[src/rtl/id_ex_stage.sv]
// ---------------------------------------------------------------------------
// id_ex_stage
//   ID/EX pipeline register for the 5-stage RV64 pipeline, with load-use
//   hazard detection, branch-flush squashing and saturating stall/flush
//   event counters.
//
// Ports
//   clk, reset            rising-edge clock, synchronous active-high reset
//   id_valid              ID holds a real instruction
//   id_instruction        raw 32-bit instruction in ID
//   id_pc                 PC of the ID instruction
//   id_rs1_data/rs2_data  register file read data
//   id_imm                sign-extended immediate
//   id_branch .. id_reg_write   decode control bits
//   flush                 branch taken: squash the ID instruction
//   hold                  downstream stall: freeze this register
//   ex_*                  registered copies presented to EX
//   hazard_stall          combinational: hold PC and IF/ID this cycle
//   stall_count           saturating count of load-use bubbles
//   flush_count           saturating count of flushes
// ---------------------------------------------------------------------------
module id_ex_stage #(
  parameter int XLEN  = 64,
  parameter int CNT_W = 32
) (
  input  logic             clk,
  input  logic             reset,
  input  logic             id_valid,
  input  logic [31:0]      id_instruction,
  input  logic [XLEN-1:0]  id_pc,
  input  logic [XLEN-1:0]  id_rs1_data,
  input  logic [XLEN-1:0]  id_rs2_data,
  input  logic [XLEN-1:0]  id_imm,
  input  logic             id_branch,
  input  logic             id_mem_to_reg,
  input  logic             id_mem_write,
  input  logic             id_alu_src,
  input  logic             id_reg_write,
  input  logic             flush,
  input  logic             hold,
  output logic             ex_valid,
  output logic [XLEN-1:0]  ex_pc,
  output logic [XLEN-1:0]  ex_rs1_data,
  output logic [XLEN-1:0]  ex_rs2_data,
  output logic [XLEN-1:0]  ex_imm,
  output logic [4:0]       ex_rs1,
  output logic [4:0]       ex_rs2,
  output logic [4:0]       ex_rd,
  output logic [2:0]       ex_funct3,
  output logic [6:0]       ex_funct7,
  output logic [6:0]       ex_opcode,
  output logic             ex_branch,
  output logic             ex_mem_to_reg,
  output logic             ex_mem_write,
  output logic             ex_alu_src,
  output logic             ex_reg_write,
  output logic             hazard_stall,
  output logic [CNT_W-1:0] stall_count,
  output logic [CNT_W-1:0] flush_count
);

  // Everything the register carries. The all-zero value is the bubble, so
  // the raw instruction is stored and the field outputs are sliced from it.
  typedef struct packed {
    logic            valid;
    logic [XLEN-1:0] pc;
    logic [XLEN-1:0] rs1_data;
    logic [XLEN-1:0] rs2_data;
    logic [XLEN-1:0] imm;
    logic [31:0]     instr;
    logic            branch;
    logic            mem_to_reg;
    logic            mem_write;
    logic            alu_src;
    logic            reg_write;
  } ex_pkt_t;

  ex_pkt_t          r_ex;
  ex_pkt_t          w_id_pkt;
  logic [CNT_W-1:0] r_stall_cnt;
  logic [CNT_W-1:0] r_flush_cnt;

  logic [6:0] w_opcode;
  logic [4:0] w_id_rs1;
  logic [4:0] w_id_rs2;
  logic [4:0] w_ex_rd;
  logic       w_uses_rs1;
  logic       w_uses_rs2;
  logic       w_load_use;

  assign w_opcode = id_instruction[6:0];
  assign w_id_rs1 = id_instruction[19:15];
  assign w_id_rs2 = id_instruction[24:20];
  assign w_ex_rd  = r_ex.instr[11:7];

  // Which source registers the ID instruction actually reads. Formats with
  // no rs fields (LUI, AUIPC, JAL, ...) must never raise a false stall on
  // whatever bits happen to sit in those positions.
  always_comb begin
    w_uses_rs1 = 1'b0;
    w_uses_rs2 = 1'b0;
    case (w_opcode)
      7'b0110011,                       // R-type
      7'b0100011,                       // store
      7'b1100011: begin                 // branch
        w_uses_rs1 = 1'b1;
        w_uses_rs2 = 1'b1;
      end
      7'b0000011,                       // load
      7'b0010011: w_uses_rs1 = 1'b1;    // I-type ALU
      default: ;
    endcase
  end

  // A load in EX whose result an ID instruction needs. Stores count on rs2
  // too: store data is read in EX and there is no MEM-stage forwarding.
  // rd=x0 is hardwired zero, so a load to x0 never creates a dependency.
  assign w_load_use = id_valid & r_ex.valid & r_ex.mem_to_reg &
                      (w_ex_rd != 5'd0) &
                      ((w_uses_rs1 & (w_id_rs1 == w_ex_rd)) |
                       (w_uses_rs2 & (w_id_rs2 == w_ex_rd)));

  assign hazard_stall = (w_load_use | hold) & ~flush & ~reset;

  always_comb begin
    w_id_pkt            = '0;
    w_id_pkt.valid      = 1'b1;
    w_id_pkt.pc         = id_pc;
    w_id_pkt.rs1_data   = id_rs1_data;
    w_id_pkt.rs2_data   = id_rs2_data;
    w_id_pkt.imm        = id_imm;
    w_id_pkt.instr      = id_instruction;
    w_id_pkt.branch     = id_branch;
    w_id_pkt.mem_to_reg = id_mem_to_reg;
    w_id_pkt.mem_write  = id_mem_write;
    w_id_pkt.alu_src    = id_alu_src;
    w_id_pkt.reg_write  = id_reg_write;
  end

  // Priority: reset > flush > hold > load-use bubble > normal load.
  // The bubble carries mem_to_reg=0, so the stalled consumer sees no hazard
  // on the next cycle and the stall lasts exactly one cycle.
  always_ff @(posedge clk) begin
    if (reset) begin
      r_ex        <= '0;
      r_stall_cnt <= '0;
      r_flush_cnt <= '0;
    end else if (flush) begin
      r_ex <= '0;
      if (r_flush_cnt != '1) r_flush_cnt <= r_flush_cnt + CNT_W'(1);
    end else if (hold) begin
      r_ex <= r_ex;
    end else if (w_load_use) begin
      r_ex <= '0;
      if (r_stall_cnt != '1) r_stall_cnt <= r_stall_cnt + CNT_W'(1);
    end else if (id_valid) begin
      r_ex <= w_id_pkt;
    end else begin
      r_ex <= '0;
    end
  end

  assign ex_valid      = r_ex.valid;
  assign ex_pc         = r_ex.pc;
  assign ex_rs1_data   = r_ex.rs1_data;
  assign ex_rs2_data   = r_ex.rs2_data;
  assign ex_imm        = r_ex.imm;
  assign ex_rs1        = r_ex.instr[19:15];
  assign ex_rs2        = r_ex.instr[24:20];
  assign ex_rd         = r_ex.instr[11:7];
  assign ex_funct3     = r_ex.instr[14:12];
  assign ex_funct7     = r_ex.instr[31:25];
  assign ex_opcode     = r_ex.instr[6:0];
  assign ex_branch     = r_ex.branch;
  assign ex_mem_to_reg = r_ex.mem_to_reg;
  assign ex_mem_write  = r_ex.mem_write;
  assign ex_alu_src    = r_ex.alu_src;
  assign ex_reg_write  = r_ex.reg_write;
  assign stall_count   = r_stall_cnt;
  assign flush_count   = r_flush_cnt;

endmodule

[config.mk]
export PLATFORM = sky130hd
export DESIGN_NAME = id_ex_stage
export DESIGN_NICKNAME = d
export VERILOG_FILES = /design/src/rtl/id_ex_stage.sv
export SDC_FILE = /design/constraint.sdc
export NUM_CORES = 1
export LEC_CHECK = 0
export CAP_MARGIN = 20
export CORE_AREA = 2 2 254 256
export DETAILED_ROUTE_END_ITERATION = 12
export DIE_AREA = 0 0 256 258
export GPL_TIMING_DRIVEN = 0
export SLEW_MARGIN = 20
export SYNTH_ARGS = -nofsm -noshare
export SYNTH_HDL_FRONTEND = slang
export SYNTH_SLANG_ARGS = --single-unit
[constraint.sdc]
create_clock -name clk -period 2 [get_ports clk]
set_input_delay 0.2 -clock clk [delete_from_list [all_inputs] [get_ports clk]]
set_output_delay 0.2 -clock clk [all_outputs]
set_load 0.02 [all_outputs]
# Word-level counts from Yosys, hierarchy flattened
# Index checks and enable logic that the tools add are counted.
# classes
n_bitwise	13
reduce_logical	6
n_mux	4
n_eq_ne	9
add_sub_neg	2
# ops
cell	count
$mux 294	2
$add 32x1->32 const B	2
$ne 32x32->1 const B	2
$eq 7x6->1 const B	2
$eq 5x5->1	2
$and 1x1->1	8
$eq 7x2->1 const B	1
$eq 7x5->1 const B	1
$eq 7x7->1 const B	1
$reduce_bool 5->1	1
$reduce_or 5->1	1
$reduce_and 4->1	1
$not 1->1	3
$reduce_or 3->1	1
$mux 1	2
$or 1x1->1	2
$reduce_and 2->1	1
$reduce_or 2->1	1
# totals
ff_bits	358
wordCells	47
input_bits	298

# Depth between registers and ports, before layout
# Gate-level depths: netlist of the first run.
# depth
ltp_word	9
ltp_mapped	8
depth_no_buf	7

# Worst setup path after synthesis of the first run
# No wires, ideal clock.
# synth_path
path_type	register to register
from	register r_flush_cnt[19] (netlist: flush_count[19])
to	register r_flush_cnt[13] (netlist: flush_count[13])
n_path_buf	1
t_arrival_ns	2.119
path_stages_with_launch	8
path_slack_ns	-0.247
setup_time_ns	0.128
synth_period_minus_slack_ns	2.247
path_cell_list	dfxtp_1 -> and4_1 -> or4b_2 -> o31a_1 -> buf_2 -> nand3_1 -> xor2_1 -> nor2_1
# synth_via
elab_chain_len	2
# synth_lines
item	line_no	text
from (decl)	81	logic [CNT_W-1:0] r_flush_cnt;
from (signal assigned)	150	if (r_flush_cnt != '1) r_flush_cnt <= r_flush_cnt + CNT_W'(1);
$ne 32x32->1	150	
$reduce_and 2->1 (no source line)	-	
# No other way between the ends.
# A chain may end at the register's enable or synchronous reset.

# Worst setup path in the final report of the first run
# layout_path
from	register r_ex (netlist bit ex_rd[2])
to	register r_ex (netlist bit ex_rs2_data[8])
# layout_via
elab_chain_len	5
elab_cells_between_ends	9
classes_between	2 x eq/ne; 1 x mux; 5 x bitwise; 1 x reduce/logical
# layout_lines
item	line_no	text
from (decl)	78	ex_pkt_t r_ex;
from (signal assigned)	152	r_ex <= r_ex;
from (signal assigned)	157	r_ex <= w_id_pkt;
$eq 5x5->1 (on tied branches)	120, 121	
$and 1x1->1 (on tied branches)	120, 121	
$or 1x1->1	120	((w_uses_rs1 & (w_id_rs1 == w_ex_rd)) |
$and 1x1->1 (*)	119	(w_ex_rd != 5'd0) &
$mux 294 (*)	153	end else if (w_load_use) begin
# Mark *: on every way between the ends. The rest lies on a longest branch, timed or not.

==> results of run 1 <==
==> per-stage QoR <==
| stage | instance area, sq um | hold slack (ps) | utilization [%] | instances | power (mW) |
|---|---|---|---|---|---|
| 2_1_floorplan | 12270 | 324.9 | - | 1070 | 7.888 |
| 3_3_place_gp | 19910 | 460.4 | 31.28 | 2581 | 8.876 |
| 3_5_place_dp | 19920 | 463.4 | 31.30 | 2581 | 8.897 |
| 4_1_cts | 23220 | 182.5 | 36.47 | 2733 | 16.44 |
| 5_1_grt | 23890 | 200.6 | 37.53 | 2763 | 16.90 |
| 6_report | 23890 | 229.5 | 37.54 | 2765 | 16.31 |
==> final cells by class <==
cell class	count	area, sq um	share of cell area, %
repair buffers	767	8327	34.85
flip-flops and latches	358	7257	30.37
multi-input cells	621	5169	21.63
clock buffers	65	1217	5.096
well taps	855	1070	4.478
plain buffers	74	719.4	3.011
clock inverters	8	76.32	0.3195
inverters	11	41.29	0.1728
diodes	6	15.01	0.06284
==> per-layer routing <==
metal	vias to the layer above	track usage [%]	wire [um]
met1	6015	17.42	21540
li1	5698	-	-
met2	529	26.79	27210
met5	-	0	0
met4	0	5.686	1684
met3	92	5.821	5047
==> logic make-up after synthesis <==
logic type      share of synthesized area, %
compound gates                         24.47
xor+xnor                               2.671
fa+ha+maj                             0.2062
buf+inv                                3.548
flops                                  59.08
mux                                   0.7219
simple gates                           9.303
==> how the worst max path moves through the flow <==
stage	endpoint	slack, ps	depth (start not counted)
2_1_floorplan	stall_count[22]	-40	6
3_3_place_gp	stall_count[1]	-1790	9
3_5_place_dp	ex_funct3[1]	-1410	7
4_1_cts	hazard_stall	-460	6
5_1_grt	hazard_stall	-520	8
6_report	ex_rs2_data[8]	-440	10
==> what timing repair did <==
action                                 4_1_cts  5_1_grt
pin swaps                                   74       73
setup endpoints to repair                  353      350
cloned                                      28       13
resized for setup                          212      115
buffers inserted                            52       28
endpoints found under the hold margin        0        0
==> worst reg2reg max path, stage by stage (launching register included) <==
cell       delay, ps
dfxtp_4          360
or4_4            560
o211a_4          290
and2_4           170
nor3_4           210
buf_12           160
buf_12           100
buf_12           130
buf_16           170
clkbuf_16        160
a22o_1           110
==> cells in the mapped netlist (all sizes together) (5+ instances only) <==
cell and count:
or3 18, or4 11, dfxtp 358, o21ai 22
and4 5, buf 35, xor2 21, nand4 27
nor4 8, nand3 27, nor2b 5, mux2 6
a21oi 28, nor2 59, nand2 27, xnor2 16
a22o 293, clkbuf 45, and3 9, inv 11
o31ai 9
==> where the power goes <==
group          internal (mW)  switching (mW)  total, mW
combinational           1.02           0.651       1.67
sequential              7.24          0.0809       7.32
clock                   4.29            3.02       7.32
==> flow_metrics.env, run 1 <==
export IMPL_status="finished, violations left"
export IMPL_failed_checks="setup timing"
export IMPL_port_buffers=656
export IMPL_syn2layout_area_growth_pct=96.94
export IMPL_die_width_um=256
export IMPL_ctsHoldBuffers=0
export IMPL_num_rows=93
export IMPL_clk_path_buf_depth=3
export IMPL_max_freq_ghz=0.4091
export IMPL_n_fill_cell=6128
export IMPL_clock_root_buffer="clkbuf_16"
export IMPL_vias=12330
export IMPL_async_reset_ff_share_pct=0
export IMPL_path_class="flip-flop to flip-flop"
export IMPL_wl_per_cell_um=20.07
export IMPL_maxCapViolations=0
export IMPL_track_usage_pct=15.51
export IMPL_synth_top_area_cell="dfxtp_1"
export IMPL_tightest_slew_ps=710.4
export IMPL_synth_top_area_share_pct=59.08
export IMPL_drtIter0Drc=686
export IMPL_ys_types=43
export IMPL_ir_drop_mv=0.5167
export IMPL_viasPerCell=4.461
export IMPL_clk_pin_slew_ps=60
export IMPL_synth_warnings=0
export IMPL_cts_tree="done"
export IMPL_crit_path_start="ex_rd[2]"
export IMPL_worstPathMaxFanout=7
export IMPL_crit_top_cell="buf_12"
export IMPL_path_buf_inv=5
export IMPL_yosys_most_used_dff="dfxtp_1"
export IMPL_drive_gt1_share_pct=19.28
export IMPL_ys_ff_latch=358
export IMPL_slowest_delay_ps=560
export IMPL_drtAntennaViolNets=0
export IMPL_slew_headroom_pct=52.64
export IMPL_hold_path_class="input pin to flip-flop"
export IMPL_final_cell_mix="652 x clkdlybuf4s50_1, 318 x dfxtp_1, 293 x a22o_1, 56 x clkbuf_16, 55 x nor2_1"
export IMPL_regToRegSetupSlack_ps=-440
export IMPL_wirelength_um=55480
export IMPL_firstDrtPassIters=5
export IMPL_nNetsFinal=2174
export IMPL_whs_endpoint="ex_rs2_data[50]"
export IMPL_hold_viol=0
export IMPL_r2r_start="ex_rd[2]"
export IMPL_htree_levels=2
export IMPL_core_sq_um=63650
export IMPL_syn_area_per_cell_sq_um=11.34
export IMPL_die_h_um=258
export IMPL_clock_sinks=358
export IMPL_yosysSeqAreaShare_pct=59.08
export IMPL_layout_commonest_cell="clkdlybuf4s50_1"
export IMPL_worstPathArrival_ps=2940
export IMPL_synthCells=1070
export IMPL_gp_congestion=0.9167
export IMPL_power_density_nw_per_um2=682.6
export IMPL_grt_overflow=0
export IMPL_crit_slowest_cell="or4_4"
export IMPL_leakagePower_nw=8.797
export IMPL_drc_errors=0
export IMPL_min_from="id_rs2_data[50]"
export IMPL_finalWorstSetupSlack_ps=-444.3
export IMPL_hold_depth=2
export IMPL_dp_hpwl_um=39840
export IMPL_period_share_pct=122.2
export IMPL_grt_setup_unrepaired="true"
export IMPL_r2r_end="ex_rs2_data[8]"
export IMPL_finClkSkew_ps=28.45
export IMPL_detailedPlace_worstSlack_ps=-1414
export IMPL_cts_buffers=41
export IMPL_synth_edf_count=0
export IMPL_die_area_sq_um=66050
export IMPL_antenna_found_initial=6
export IMPL_first_global_vias=12400
export IMPL_period_needed_ps=2444
export IMPL_cp_end_kind="flip-flop"
export IMPL_critPathRequiredTime_ps=2490
export IMPL_clock_latency_ps=560
export IMPL_tns_ps=-113150
export IMPL_cp_start_kind="flip-flop"
export IMPL_start_util_pct=19.06
export IMPL_syn_num_nets=1370
export IMPL_grt_max_degree=14
export IMPL_synthTopCellsByArea="dfxtp_1 59%, a22o_1 21%, nor2_1 1.8%"
export IMPL_cp_cell_sequence="or4_4 -> o211a_4 -> and2_4 -> nor3_4 -> buf_12 -> buf_12 -> buf_12 -> buf_16 -> clkbuf_16 -> a22o_1"
export IMPL_grt_pass1_wl_um=79530
export IMPL_r2r_cells=10
export IMPL_slew_viol_final=0
export IMPL_critical_path_top_delay_family="simple AND/OR/NAND/NOR gates"
export IMPL_syn_cell_area_sq_um=12130
export IMPL_setup_viol=337
export IMPL_num_io_pins=657
Power figures use the tool's default switching activity.
==> run 2, diff against run 1 <==
--- a/config.mk
+++ b/config.mk
@@ -7,6 +7,7 @@
 export LEC_CHECK = 0
 export CAP_MARGIN = 20
 export CORE_AREA = 2 2 254 256
+export CTS_CLUSTER_SIZE = 40
 export DETAILED_ROUTE_END_ITERATION = 12
 export DIE_AREA = 0 0 256 258
 export GPL_TIMING_DRIVEN = 0
==> flow_metrics.env, run 2 (synthesis results as in run 1) <==
export IMPL_status="finished, violations left"
export IMPL_failed_checks="setup timing"
export IMPL_p_total_mw=16.70
export IMPL_clock_sinks=358
export IMPL_cp_end_kind="output port"
export IMPL_max_freq_ghz=0.4097
export IMPL_first_global_vias=11860
export IMPL_nNetsFinal=2155
export IMPL_whs_endpoint="ex_rs1_data[52]"
export IMPL_cp_start_kind="flip-flop"
export IMPL_final_cell_mix="651 x clkdlybuf4s50_1, 324 x dfxtp_1, 293 x a22o_1, 69 x clkbuf_16, 54 x nor2_1"
export IMPL_viasPerCell=4.411
export IMPL_slew_viol_final=0
export IMPL_r2r_end="ex_pc[16]"
export IMPL_drtIter0Drc=596
export IMPL_tightest_slew_ps=708.3
export IMPL_final_util_pct=37.26
export IMPL_worstPathArrival_ps=2240
export IMPL_slew_headroom_pct=52.78
export IMPL_wl_per_cell_um=19.96
export IMPL_antenna_found_initial=7
export IMPL_die_h_um=258
export IMPL_grt_max_degree=14
export IMPL_intPower_mw=12.85
export IMPL_ir_drop_mv=0.5186
export IMPL_gp_congestion=0.9167
export IMPL_firstDrtPassIters=5
export IMPL_maxCapViolations=0
export IMPL_swShare_pct=23.01
export IMPL_grt_setup_unrepaired="true"
export IMPL_switchingPower_mw=3.841
export IMPL_grt_pass1_wl_um=75920
export IMPL_cts_tree="done"
export IMPL_clock_latency_ps=570
export IMPL_cts_buffers=41
export IMPL_critPathRequiredTime_ps=1800
export IMPL_leakagePower_nw=8.736
export IMPL_vias=12120
export IMPL_tns_ps=-102950
export IMPL_drive_gt1_share_pct=18.65
export IMPL_grt_overflow=0
export IMPL_detailedPlace_worstSlack_ps=-1414
export IMPL_setup_viol=344
export IMPL_power_density_nw_per_um2=704.0
export IMPL_p_clk_share_pct=46.4
export IMPL_regToRegSetupSlack_ps=-360
export IMPL_drc_errors=0
export IMPL_crit_slowest_cell="or4_4"
export IMPL_start_util_pct=19.06
export IMPL_finClkSkew_ps=24.21
export IMPL_hold_depth=2
export IMPL_worstPathMaxFanout=4
export IMPL_finalWorstSetupSlack_ps=-440.8
export IMPL_period_needed_ps=2441
export IMPL_syn2layout_area_growth_pct=95.47
export IMPL_die_width_um=256
export IMPL_ctsHoldBuffers=0
export IMPL_comb_power_share_pct=9.8
export IMPL_slowest_delay_ps=560
export IMPL_r2r_start="ex_rd[2]"
export IMPL_htree_levels=2
export IMPL_seqPwrFrac_pct=43.9
export IMPL_path_class="flip-flop to output port"
export IMPL_clk_path_buf_depth=3
export IMPL_clock_root_buffer="clkbuf_16"
export IMPL_cp_cell_sequence="or4_4 -> o211a_4 -> and2_4 -> nor2_2 -> nor2_1 -> buf_4"
export IMPL_dp_hpwl_um=39840
export IMPL_min_from="id_rs1_data[52]"
export IMPL_track_usage_pct=14.79
export IMPL_period_share_pct=122.0
export IMPL_hold_ws_ps=221.3
export IMPL_layout_commonest_cell="clkdlybuf4s50_1"
export IMPL_drtAntennaViolNets=0
export IMPL_num_io_pins=657
export IMPL_port_buffers=656
export IMPL_die_area_sq_um=66050
export IMPL_core_sq_um=63650
export IMPL_clk_pin_slew_ps=60
export IMPL_wirelength_um=54840
export IMPL_r2r_cells=9
export IMPL_hold_path_class="input pin to flip-flop"
export IMPL_hold_viol=0
export IMPL_num_rows=93
-- run 2: cell count changes in the layout (fill, tap and decap cells not counted), sizes merged --
cell and change:
dlygate4sd2 -2, clkinvlp +2, inv +2, clkinv -1, clkbuf +7, clkdlybuf4s50 -1
bufinv +2, dlymetal6s2s +3, buf -29
-- run 2: repair_timing --
| action | in CTS | in global routing |
|---|---|---|
| pin swaps | 28 | 88 |
| setup buffers | 15 | 42 |
| setup endpoints to repair | 354 | 358 |
| gates cloned | 14 | 28 |
| gates resized for setup | 108 | 216 |
-- run 2: per-layer routing --
metal	share of wire (%)	up-vias	routed length [um]	track usage [%]
met5	0	-	0	0
met4	2.3	0	1272	4.581
met3	8.3	77	4538	5.497
met2	50	482	27160	25.70
met1	40	5891	21880	16.84
li1	-	5671	-	-
-- run 2: cell type report --
cell class | count | area (sq um)
buffer | 75 | 721.9
sequential | 358 | 7254
inverter | 11 | 41.29
timing repair buffer | 747 | 8059
antenna | 6 | 15.01
fill | 6102 | 39940
multi-input combinational | 621 | 5161
clock buffer | 62 | 1217
clock inverter | 13 | 173.9
tap | 855 | 1070
-- run 2: critical path: cells and delay by family, from the launching register on --
kind / cells / cell delay (ps)
AO/OA/AOI/OAI: 1 / 290
AND/OR/NAND/NOR: 4 / 860
flip-flops: 1 / 360
buffers and inverters: 1 / 180
-- run 2: per-stage QoR --
step	area, sq um	instances
2_1_floorplan	12270	1070
3_3_place_gp	19910	2581
3_5_place_dp	19920	2581
4_1_cts	22190	2685
5_1_grt	23710	2746
6_report	23710	2748
-- run 2: how the worst max path moves through the flow --
stage / slack (ps) / start / endpoint
4_1_cts: -480 / ex_rd[2] / hazard_stall
3_5_place_dp: -1410 / reset / ex_funct3[1]
3_3_place_gp: -1790 / id_instruction[20] / stall_count[1]
6_report: -440 / ex_rd[2] / hazard_stall
2_1_floorplan: -40 / stall_count[0] / stall_count[22]
5_1_grt: -560 / ex_rd[4] / hazard_stall
-- run 2: power groups by stage --
stage                     combinational, mW  sequential, mW  clock [mW]
final                                  1.63            7.32        7.74
after global routing                   1.71            7.33        8.26
after CTS                              1.53            7.32        7.96
after detailed placement               1.42            7.48           0
after global placement                 1.40            7.48           0
after floorplan                       0.267            7.62           0
==> run 3, diff against run 2 <==
--- a/config.mk
+++ b/config.mk
@@ -5,7 +5,6 @@
 export SDC_FILE = /design/constraint.sdc
 export NUM_CORES = 1
 export LEC_CHECK = 0
-export CAP_MARGIN = 20
 export CORE_AREA = 2 2 254 256
 export CTS_CLUSTER_SIZE = 40
 export DETAILED_ROUTE_END_ITERATION = 12
==> results of run 3 <==
The final DEF is identical to that of run 2; final timing and power are the same.
